## src/rtl/nexthop_rewrite_stage.sv

```systemverilog
// rtl/nexthop_rewrite_stage.sv - IPv4 next-hop lookup and header rewrite on the first two beats
// Optional table read-back port: define NEXTHOP_TBL_READ_EN.
module nexthop_rewrite_stage #(
  parameter int C_S_AXIS_DATA_WIDTH  = 256,
  parameter int C_M_AXIS_DATA_WIDTH  = 256,
  parameter int C_S_AXIS_TUSER_WIDTH = 128,
  parameter int C_M_AXIS_TUSER_WIDTH = 128,
  parameter int C_S_AXI_DATA_WIDTH   = 32,
  parameter int SRC_PORT_POS         = 16,
  parameter int DST_PORT_POS         = 24
) (
  input  logic                              AXI_ACLK,
  input  logic                              AXI_RESET,
  input  logic [C_S_AXIS_DATA_WIDTH-1:0]    S_AXIS_TDATA,
  input  logic [C_S_AXIS_DATA_WIDTH/8-1:0]  S_AXIS_TSTRB,
  input  logic [C_S_AXIS_TUSER_WIDTH-1:0]   S_AXIS_TUSER,
  input  logic                              S_AXIS_TVALID,
  input  logic                              S_AXIS_TLAST,
  output logic                              S_AXIS_TREADY,
  output logic [C_M_AXIS_DATA_WIDTH-1:0]    M_AXIS_TDATA,
  output logic [C_M_AXIS_DATA_WIDTH/8-1:0]  M_AXIS_TSTRB,
  output logic [C_M_AXIS_TUSER_WIDTH-1:0]   M_AXIS_TUSER,
  output logic                              M_AXIS_TVALID,
  output logic                              M_AXIS_TLAST,
  input  logic                              M_AXIS_TREADY,
  input  logic [31:0]                       mac0_low,
  input  logic [31:0]                       mac0_high,
  input  logic [31:0]                       mac1_low,
  input  logic [31:0]                       mac1_high,
  input  logic [31:0]                       mac2_low,
  input  logic [31:0]                       mac2_high,
  input  logic [31:0]                       mac3_low,
  input  logic [31:0]                       mac3_high,
  input  logic [C_S_AXI_DATA_WIDTH-1:0]     reset,
  input  logic                              tbl_wr_req,
  input  logic [2:0]                        tbl_wr_addr,
  input  logic [31:0]                       tbl_wr_ip,
  input  logic [31:0]                       tbl_wr_mac_low,
  input  logic [31:0]                       tbl_wr_mac_high,
  input  logic [7:0]                        tbl_wr_port,
  output logic                              tbl_wr_ack,
`ifdef NEXTHOP_TBL_READ_EN
  input  logic                              tbl_rd_req,
  input  logic [2:0]                        tbl_rd_addr,
  output logic [31:0]                       tbl_rd_ip,
  output logic [7:0]                        tbl_rd_port,
  output logic                              tbl_rd_ack,
`endif
  output logic [C_S_AXI_DATA_WIDTH-1:0]     fwd_count,
  output logic [C_S_AXI_DATA_WIDTH-1:0]     miss_count,
  output logic [C_S_AXI_DATA_WIDTH-1:0]     ttl_exp_count
);

  localparam int DW = C_S_AXIS_DATA_WIDTH;
  localparam int KW = C_S_AXIS_DATA_WIDTH / 8;
  localparam int UW = C_S_AXIS_TUSER_WIDTH;
  localparam int CW = C_S_AXI_DATA_WIDTH;

  typedef enum logic [2:0] {W0, W1, LOOK, OUT0, OUT1, BODY} state_t;
  state_t state, state_nxt;

  logic [DW-1:0] b0_data, b1_data, mod_data;
  logic [KW-1:0] b0_strb, b1_strb;
  logic [UW-1:0] b0_user, b1_user, mod_user;
  logic          b1_last;

  logic [31:0]   tbl_ip   [8];
  logic [47:0]   tbl_mac  [8];
  logic [7:0]    tbl_port [8];
  logic [7:0]    tbl_valid;

  logic [31:0]   dst_ip;
  logic          hit;
  logic [2:0]    hit_idx;
  logic [7:0]    ingress, dst_field, hit_port;
  logic          cpu_bound, is_ipv4, pass_thru, ttl_exp, miss, fwd;
  logic [16:0]   csum_sum;
  logic [15:0]   csum_new;
  logic [47:0]   src_mac;
  logic          unused_bits;

  assign unused_bits = ^{mac0_high[31:16], mac1_high[31:16], mac2_high[31:16],
                         mac3_high[31:16], tbl_wr_mac_high[31:16]};

  assign dst_ip    = {b0_data[15:0], b1_data[255:240]};
  assign ingress   = b0_user[SRC_PORT_POS +: 8];
  assign dst_field = b0_user[DST_PORT_POS +: 8];
  assign cpu_bound = dst_field[1] | dst_field[3] | dst_field[5] | dst_field[7];
  assign is_ipv4   = (b0_data[159:144] == 16'h0800) && (b0_data[143:140] == 4'h4);
  assign pass_thru = cpu_bound || !is_ipv4;
  assign ttl_exp   = !pass_thru && (b0_data[79:72] <= 8'd1);
  assign miss      = !pass_thru && !ttl_exp && !hit;
  assign fwd       = !pass_thru && !ttl_exp && hit;
  assign hit_port  = tbl_port[hit_idx];

  // Descending scan so the lowest matching index is the one left standing.
  always_comb begin
    hit     = 1'b0;
    hit_idx = 3'd0;
    for (int i = 7; i >= 0; i--) begin
      if (tbl_valid[i] && (tbl_ip[i] == dst_ip)) begin
        hit     = 1'b1;
        hit_idx = 3'(i);
      end
    end
  end

  // TTL drops by one, so the ones-complement checksum rises by 0x0100.
  assign csum_sum = {1'b0, b0_data[63:48]} + 17'h00100;
  assign csum_new = csum_sum[15:0] + {15'd0, csum_sum[16]};

  always_comb begin
    src_mac = b0_data[207:160];
    if (hit_port[0])      src_mac = {mac0_high[15:0], mac0_low};
    else if (hit_port[2]) src_mac = {mac1_high[15:0], mac1_low};
    else if (hit_port[4]) src_mac = {mac2_high[15:0], mac2_low};
    else if (hit_port[6]) src_mac = {mac3_high[15:0], mac3_low};
  end

  always_comb begin
    mod_data = b0_data;
    mod_user = b0_user;
    if (fwd) begin
      mod_data[255:208]            = tbl_mac[hit_idx];
      mod_data[207:160]            = src_mac;
      mod_data[79:72]              = b0_data[79:72] - 8'd1;
      mod_data[63:48]              = csum_new;
      mod_user[DST_PORT_POS +: 8]  = hit_port;
    end else if (ttl_exp || miss) begin
      mod_user[DST_PORT_POS +: 8]  = {ingress[6:0], 1'b0};
    end
  end

  always_ff @(posedge AXI_ACLK) begin
    if (AXI_RESET) state <= W0;
    else           state <= state_nxt;
  end

  // A single-beat packet lands in the beat-1 slot so OUT1 can emit it directly.
  always_ff @(posedge AXI_ACLK) begin
    case (state)
      W0: if (S_AXIS_TVALID) begin
        if (S_AXIS_TLAST) begin
          b1_data <= S_AXIS_TDATA; b1_strb <= S_AXIS_TSTRB;
          b1_user <= S_AXIS_TUSER; b1_last <= 1'b1;
        end else begin
          b0_data <= S_AXIS_TDATA; b0_strb <= S_AXIS_TSTRB; b0_user <= S_AXIS_TUSER;
        end
      end
      W1: if (S_AXIS_TVALID) begin
        b1_data <= S_AXIS_TDATA; b1_strb <= S_AXIS_TSTRB;
        b1_user <= S_AXIS_TUSER; b1_last <= S_AXIS_TLAST;
      end
      LOOK: begin
        b0_data <= mod_data;
        b0_user <= mod_user;
      end
      default: ;
    endcase
  end

  always_comb begin
    state_nxt     = state;
    S_AXIS_TREADY = 1'b0;
    M_AXIS_TDATA  = b0_data;
    M_AXIS_TSTRB  = b0_strb;
    M_AXIS_TUSER  = b0_user;
    M_AXIS_TVALID = 1'b0;
    M_AXIS_TLAST  = 1'b0;
    case (state)
      W0: begin
        S_AXIS_TREADY = 1'b1;
        if (S_AXIS_TVALID) state_nxt = S_AXIS_TLAST ? OUT1 : W1;
      end
      W1: begin
        S_AXIS_TREADY = 1'b1;
        if (S_AXIS_TVALID) state_nxt = LOOK;
      end
      LOOK: state_nxt = OUT0;
      OUT0: begin
        M_AXIS_TVALID = 1'b1;
        if (M_AXIS_TREADY) state_nxt = OUT1;
      end
      OUT1: begin
        M_AXIS_TDATA  = b1_data;
        M_AXIS_TSTRB  = b1_strb;
        M_AXIS_TUSER  = b1_user;
        M_AXIS_TLAST  = b1_last;
        M_AXIS_TVALID = 1'b1;
        if (M_AXIS_TREADY) state_nxt = b1_last ? W0 : BODY;
      end
      BODY: begin
        M_AXIS_TDATA  = S_AXIS_TDATA;
        M_AXIS_TSTRB  = S_AXIS_TSTRB;
        M_AXIS_TUSER  = S_AXIS_TUSER;
        M_AXIS_TVALID = S_AXIS_TVALID;
        M_AXIS_TLAST  = S_AXIS_TLAST;
        S_AXIS_TREADY = M_AXIS_TREADY;
        if (S_AXIS_TVALID && M_AXIS_TREADY && S_AXIS_TLAST) state_nxt = W0;
      end
      default: state_nxt = W0;
    endcase
  end

  always_ff @(posedge AXI_ACLK) begin
    if (AXI_RESET) begin
      tbl_valid  <= '0;
      tbl_wr_ack <= 1'b0;
    end else begin
      tbl_wr_ack <= tbl_wr_req;
      if (tbl_wr_req) tbl_valid[tbl_wr_addr] <= |tbl_wr_port;
    end
  end

  always_ff @(posedge AXI_ACLK) begin
    if (tbl_wr_req) begin
      tbl_ip[tbl_wr_addr]   <= tbl_wr_ip;
      tbl_mac[tbl_wr_addr]  <= {tbl_wr_mac_high[15:0], tbl_wr_mac_low};
      tbl_port[tbl_wr_addr] <= tbl_wr_port;
    end
  end

  always_ff @(posedge AXI_ACLK) begin
    if (AXI_RESET || (reset == CW'(1))) begin
      fwd_count     <= '0;
      miss_count    <= '0;
      ttl_exp_count <= '0;
    end else if (state == LOOK) begin
      if (fwd)     fwd_count     <= fwd_count + CW'(1);
      if (miss)    miss_count    <= miss_count + CW'(1);
      if (ttl_exp) ttl_exp_count <= ttl_exp_count + CW'(1);
    end
  end

`ifdef NEXTHOP_TBL_READ_EN
  always_ff @(posedge AXI_ACLK) begin
    if (AXI_RESET) tbl_rd_ack <= 1'b0;
    else           tbl_rd_ack <= tbl_rd_req;
    if (tbl_rd_req) begin
      tbl_rd_ip   <= tbl_ip[tbl_rd_addr];
      tbl_rd_port <= tbl_valid[tbl_rd_addr] ? tbl_port[tbl_rd_addr] : 8'd0;
    end
  end
`endif

endmodule
```

## config.mk

```make
export PLATFORM = sky130hd
export DESIGN_NAME = nexthop_rewrite_stage
export DESIGN_NICKNAME = d
export VERILOG_FILES = /design/src/rtl/nexthop_rewrite_stage.sv
export SDC_FILE = /design/constraint.sdc
export NUM_CORES = 2
export LEC_CHECK = 0
export ABC_AREA = 1
export CAP_MARGIN = 0
export CORE_MARGIN = 4
export CORE_UTILIZATION = 30
export CTS_BUF_LIST = sky130_fd_sc_hd__clkbuf_4
export CTS_CLUSTER_SIZE = 25
export DETAILED_ROUTE_END_ITERATION = 8
export PLACE_DENSITY_LB_ADDON = 0.08
export SLEW_MARGIN = 25
export SYNTH_ARGS = -nofsm -noshare
export SYNTH_HDL_FRONTEND = slang
export SYNTH_SLANG_ARGS = --single-unit
```

## constraint.sdc

```tcl
create_clock -name AXI_ACLK -period 30.3 [get_ports AXI_ACLK]
set_input_delay 3.03 -clock AXI_ACLK [delete_from_list [all_inputs] [get_ports AXI_ACLK]]
set_output_delay 3.03 -clock AXI_ACLK [all_outputs]
set_load 0.02 [all_outputs]
```

Word-level counts from Yosys, hierarchy flattened --
Memories as Yosys holds them, arrays and structs flattened. Index checks and enable logic that the tools add are counted. Widths: inputs -> output; s select.
Word-level totals: output and inout bits 516, word-level logic and storage cells 164, register bits after elaboration 941, memories 3, input port bits 817, RAM bits 704
Memories:
- tbl_mac | words 8, bits a word 48, read ports 1, clocked after Yosys merged registers in 0, wr ports 1, line 68 | logic [47:0] tbl_mac [8];
- tbl_ip | words 8, bits a word 32, read ports 8, clocked after Yosys merged registers in 0, wr ports 1, line 67 | logic [31:0] tbl_ip [8];
- tbl_port | words 8, bits a word 8, read ports 1, clocked after Yosys merged registers in 0, wr ports 1, line 69 | logic [7:0] tbl_port [8];
Operators by class: equality and inequality tests 26, bitwise gates (word level) 5, multiplexer cells 66, magnitude comparators 3, reductions and logical operators 39, add/subtract/negate cells 6
Operator list (number):
- $pmux 256 s2 | 3
- $mux 256 | 5
- $pmux 128 s2 | 3
- $mux 128 | 5
- $eq 32x32->1 | 8
- $mux 48 | 4
- $pmux 32 s2 | 2
- $add 32x1->32 const B | 3
- $mux 32 | 3
- $mux 96 | 1
- $mux 3 | 15
- $eq 32x1->1 const B | 1
- $mux 8 | 3
- $pmux 3 s6 | 1
- $add 16x9->17 const B | 1
- $add 16x1->16 | 1
- $eq 16x12->1 const B | 1
- $logic_and 1x1->1 | 16
- $mux 16 | 1
- $ne 2x2->1 const B | 8
- $reduce_and 4->1 | 4
- $mux 1 | 14
- $reduce_and 5->1 | 2
- $bwmux 8 | 1
- other kinds (22) | 39

Logic depth before layout (Yosys ltp) --
An unclocked memory read counts as a cell.
depth in word-level cells 17, mapped depth 28, depth with buffers taken out 25

Worst setup path after synthesis --
OpenSTA, ideal clock, no wires.
kind input-to-reg, start in S_AXIS_TLAST, end reg b1_data[0] (enable), required time 28.965 ns, setup time 1.335 ns, cell stages on the path 2, path buffers 0, path slack 5.852 ns, data arrival time 23.113 ns, cell sequence nand2_1 -> a21oi_1
Between the ends: word-level cells in the longest chain between the ends 2
RTL lines:
- start, declared | line 18 | input logic S_AXIS_TLAST,
- $ne 2x2->1 (no source line)
- $reduce_and 4->1 (no source line)
- end signal, assigned | line 144 | b1_data <= S_AXIS_TDATA; b1_strb <= S_AXIS_TSTRB;
- end signal, assigned | line 151 | b1_data <= S_AXIS_TDATA; b1_strb <= S_AXIS_TSTRB;
- end, declared | line 62 | logic [DW-1:0] b0_data, b1_data, mod_data;
Every way passes these cells. A chain may end at the register's enable or synchronous reset.

Worst setup path after layout --
start reg state[0], end out M_AXIS_TDATA[155]
Between the ends: word-level cells in the longest chain between the ends 2, elaborated cells between the ends (all ways) 3, classes of those cells eq/ne: 2; mux: 1
RTL lines:
- start, declared | line 60 | state_t state, state_nxt;
- start signal, assigned | line 136 | else state <= state_nxt;
- $eq 3x3->1 | line 170 | case (state)
- $pmux 256 s2 * | line 170
- end, declared | line 20 | output logic [C_M_AXIS_DATA_WIDTH-1:0] M_AXIS_TDATA,
Mark *: on every way between the ends. The rest lies on a longest branch, timed or not.

==> flow_metrics.env <==
export IMPL_ctsRootBufferMaster="clkbuf_4"
export IMPL_hp_class="reg2reg"
export IMPL_synthDistinctLibCells=57
export IMPL_grt_pass1_vias=63820
export IMPL_period_needed_ns=9.571
export IMPL_crit_buf_inv=6
export IMPL_die_h_microns=518.2
export IMPL_p_switching_mw=3.658
export IMPL_via_per_inst=5.066
export IMPL_cts_buffers=479
export IMPL_hold_viol_final=0
export IMPL_syn_nets=8902
export IMPL_arrival_ns=6.54
export IMPL_p_clk_share_pct=24.0
export IMPL_path_max_fanout=134
export IMPL_critPathRequiredTime_ns=27.27
export IMPL_synthCells=8076
export IMPL_nets=10280
export IMPL_dp_hpwl_mm=256.4
export IMPL_ys_seq_elements=1645
export IMPL_synth_top_area_share_pct=59.11
export IMPL_crit_path_start_kind="flop"
export IMPL_synth_top_family_by_area="simple AND/OR/NAND/NOR gates"
export IMPL_p_int_mw=5.184
export IMPL_cts_resized=0
export IMPL_synth_ff_type="edfxtp_1"
export IMPL_synth_xor_area_share_pct=1.312
export IMPL_report_final_slew_viol_count=0
export IMPL_fin_tns_setup_ns=0
export IMPL_netlist_area_sq_um=78080
export IMPL_ctsHoldBuffers=0
export IMPL_cts_tree="done"
export IMPL_detail_route_iter0_violations=5602
export IMPL_max_clock_path_buffers=4
export IMPL_synth_adder_area_share_pct=0.1442
export IMPL_drt_wl_total_mm=373.0
export IMPL_mostFrequentLayoutCell="nand2_1"
export IMPL_power_density_nw_per_um2=88.24
export IMPL_dp_slack_ns=21.89
export IMPL_synthSimpleGateAreaFrac_pct=22.68
export IMPL_vdd_drop_max_v=0.00006974
export IMPL_async_flop_share_pct=0
export IMPL_grt_pass1_wl_mm=509.6
export IMPL_grt_max_degree=162
export IMPL_p_total_mw=8.843
export IMPL_swShare_pct=41.37
export IMPL_dr_pass1_iters=6
export IMPL_fin_skew_ns=0.2019
export IMPL_h_tree_depth=5
export IMPL_antenna_found_initial=195
export IMPL_path_cells="nor2_1, inv_1, nor2_4, inv_2, nand2_4, inv_8, buf_4, buf_12, nand2_1, nand3_1, clkdlybuf4s50_1"
export IMPL_synth_mux_area_share_pct=0
export IMPL_syn_to_final_growth_pct=28.35
export IMPL_endpoint_kind="output port"
export IMPL_crit_slowest_cell="buf_4"
export IMPL_syn_avg_cell_area_sq_um=9.668
export IMPL_fmax_mhz=104.5
export IMPL_cap_violations=0
export IMPL_drive_above_1_share_pct=9.886
export IMPL_clock_sinks=1645
export IMPL_die_w_microns=518.2
export IMPL_synth_compound_area_share_pct=6.566
export IMPL_finalCoreUtilization_pct=38.65
export IMPL_combPwrFrac_pct=40.2
export IMPL_io_pins=1333
export IMPL_synthTopCellsByArea="edfxtp_1, nand2_1, inv_1, nand3_1, nand4_1"
export IMPL_period_share_pct=31.59
export IMPL_num_rows=187
export IMPL_setup_violations=0
export IMPL_sequentialPowerShare_pct=35.8
export IMPL_num_vias=67310
export IMPL_crit_family="buffers and inverters"
export IMPL_gp_congestion=0.9200
export IMPL_yosysWarnings=0
export IMPL_clock_latency_ns=1.39
export IMPL_routedWlPerCell_microns=28.07
export IMPL_track_usage_pct=26.53
export IMPL_ys_seq_area_share_pct=61.88
export IMPL_design_core_area_sq_um=259200
export IMPL_cpPeakStageDelay_ns=0.91
export IMPL_nFillCells=26080
export IMPL_rsz0062_at_grt="false"
export IMPL_worst_slack_ns=20.73
export IMPL_clk_pin_slew_worst_paths_ns=0.06
export IMPL_gr_total_overflow=0
export IMPL_cts_setup_buffers=0
export IMPL_initial_core_util_pct=30.12
export IMPL_postRouteAntennaNets=0
export IMPL_numPortBuffers=1252
export IMPL_path_class="reg2out"
export IMPL_leakagePower_nw=39.23
export IMPL_dieArea_sq_um=268500
export IMPL_route_detailed_drc=0
export IMPL_status="finished, final reports clean"
export IMPL_fin_hold_ws_ns=0.4936
export IMPL_final_cell_mix="nand2_1, edfxtp_1, clkdlybuf4s50_1, inv_1, nand3_1"
export IMPL_synth_edf_count=1537
export IMPL_worstMarginPinSlew_ns=1.124
export IMPL_relSlewSlack_pct=24.84
export IMPL_yosys_area_top_type="edfxtp_1"
cell families (layout without fill, tap and decap cells):
family	after synthesis	after routing
AOI/OAI and AO/OA	849	849
DFF	1645	1645
other	0	73
adders and majority gates	9	9
and+or+nand+nor	3972	3972
buffers and inverters	1484	3220
xor gates and xnor gates	117	117
power groups by stage:
stage               combinational [mW]  clock (mW)  sequential [mW]
global placement                  3.59           0             3.21
global route                      3.75        2.32             3.19
finish                            3.55        2.12             3.17
detailed placement                3.58           0             3.21
floorplan                         1.72           0             3.40
CTS                               3.60        2.20             3.17
final timing paths:
check / start / end / slack [ns] / cells past startpoint
max: state[0] / M_AXIS_TDATA[155] / 20.73 / 11
min: fwd_count[30] / fwd_count[30] / 0.49 / 2
max reg2reg: b0_data[13] / b0_data[162] / 22.31 / 17
min reg2reg: fwd_count[30] / fwd_count[30] / 0.49 / 2
synthesized netlist by cell type, drive strengths merged, types with 13 or more instances:
master	count
nand2	2136
edfxtp	1537
inv	1037
nand3	745
nand4	440
o21ai	364
nor2	353
clkbuf	345
a21oi	213
o221ai	165
nor3	109
dfxtp	108
buf	100
nor4	80
xor2	70
or2	57
xnor2	47
o211ai	45
nand3b	17
nor3b	16
o22ai	15
a211oi	13
metal layers:
metal,global-route usage [%],vias to the layer above,part of all wire (%)
met4,10.67,84,3.8
met1,32.72,32870,41
met5,0,-,0.15
li1,-,31020,-
met2,44.35,2633,48
met3,6.712,708,6.9
sequential cells by signal, indices dropped and copies added, names as in the netlist:
name	count
b0_user	128
fwd_count	32
b0_strb	32
tbl_port	64
tbl_wr_ack	1
state	3
tbl_mac	384
b0_data	256
tbl_valid	8
ttl_exp_count	32
b1_user	128
b1_last	1
miss_count	32
tbl_ip	256
b1_data	256
b1_strb	32
metrics by stage:
| stage | instances | cell area (sq um) |
|---|---|---|
| after floorplan | 8076 | 78080 |
| after global routing | 13270 | 100200 |
| final | 13290 | 100200 |
| after global placement | 12370 | 94000 |
| after CTS | 13210 | 100000 |
| after detailed placement | 12370 | 93980 |
worst min-delay path, stage by stage (launching register included):
cell and delay, ns:
dfxtp_1 0.32, nand2_1 0.07, a21oi_1 0.05
layout make-up:
cell class / instances / area, sq um / share of cell area, %
clock buffers: 718 / 5390 / 5.379
well taps: 3402 / 4257 / 4.248
repair buffers: 1340 / 13250 / 13.22
inverters: 1039 / 3924 / 3.916
diodes: 73 / 182.7 / 0.1823
multi-input cells: 4947 / 24230 / 24.18
clock inverters: 123 / 650.6 / 0.6493
flip-flops and latches: 1645 / 48320 / 48.22
No activity file was read; power rests on OpenSTA's default activity.
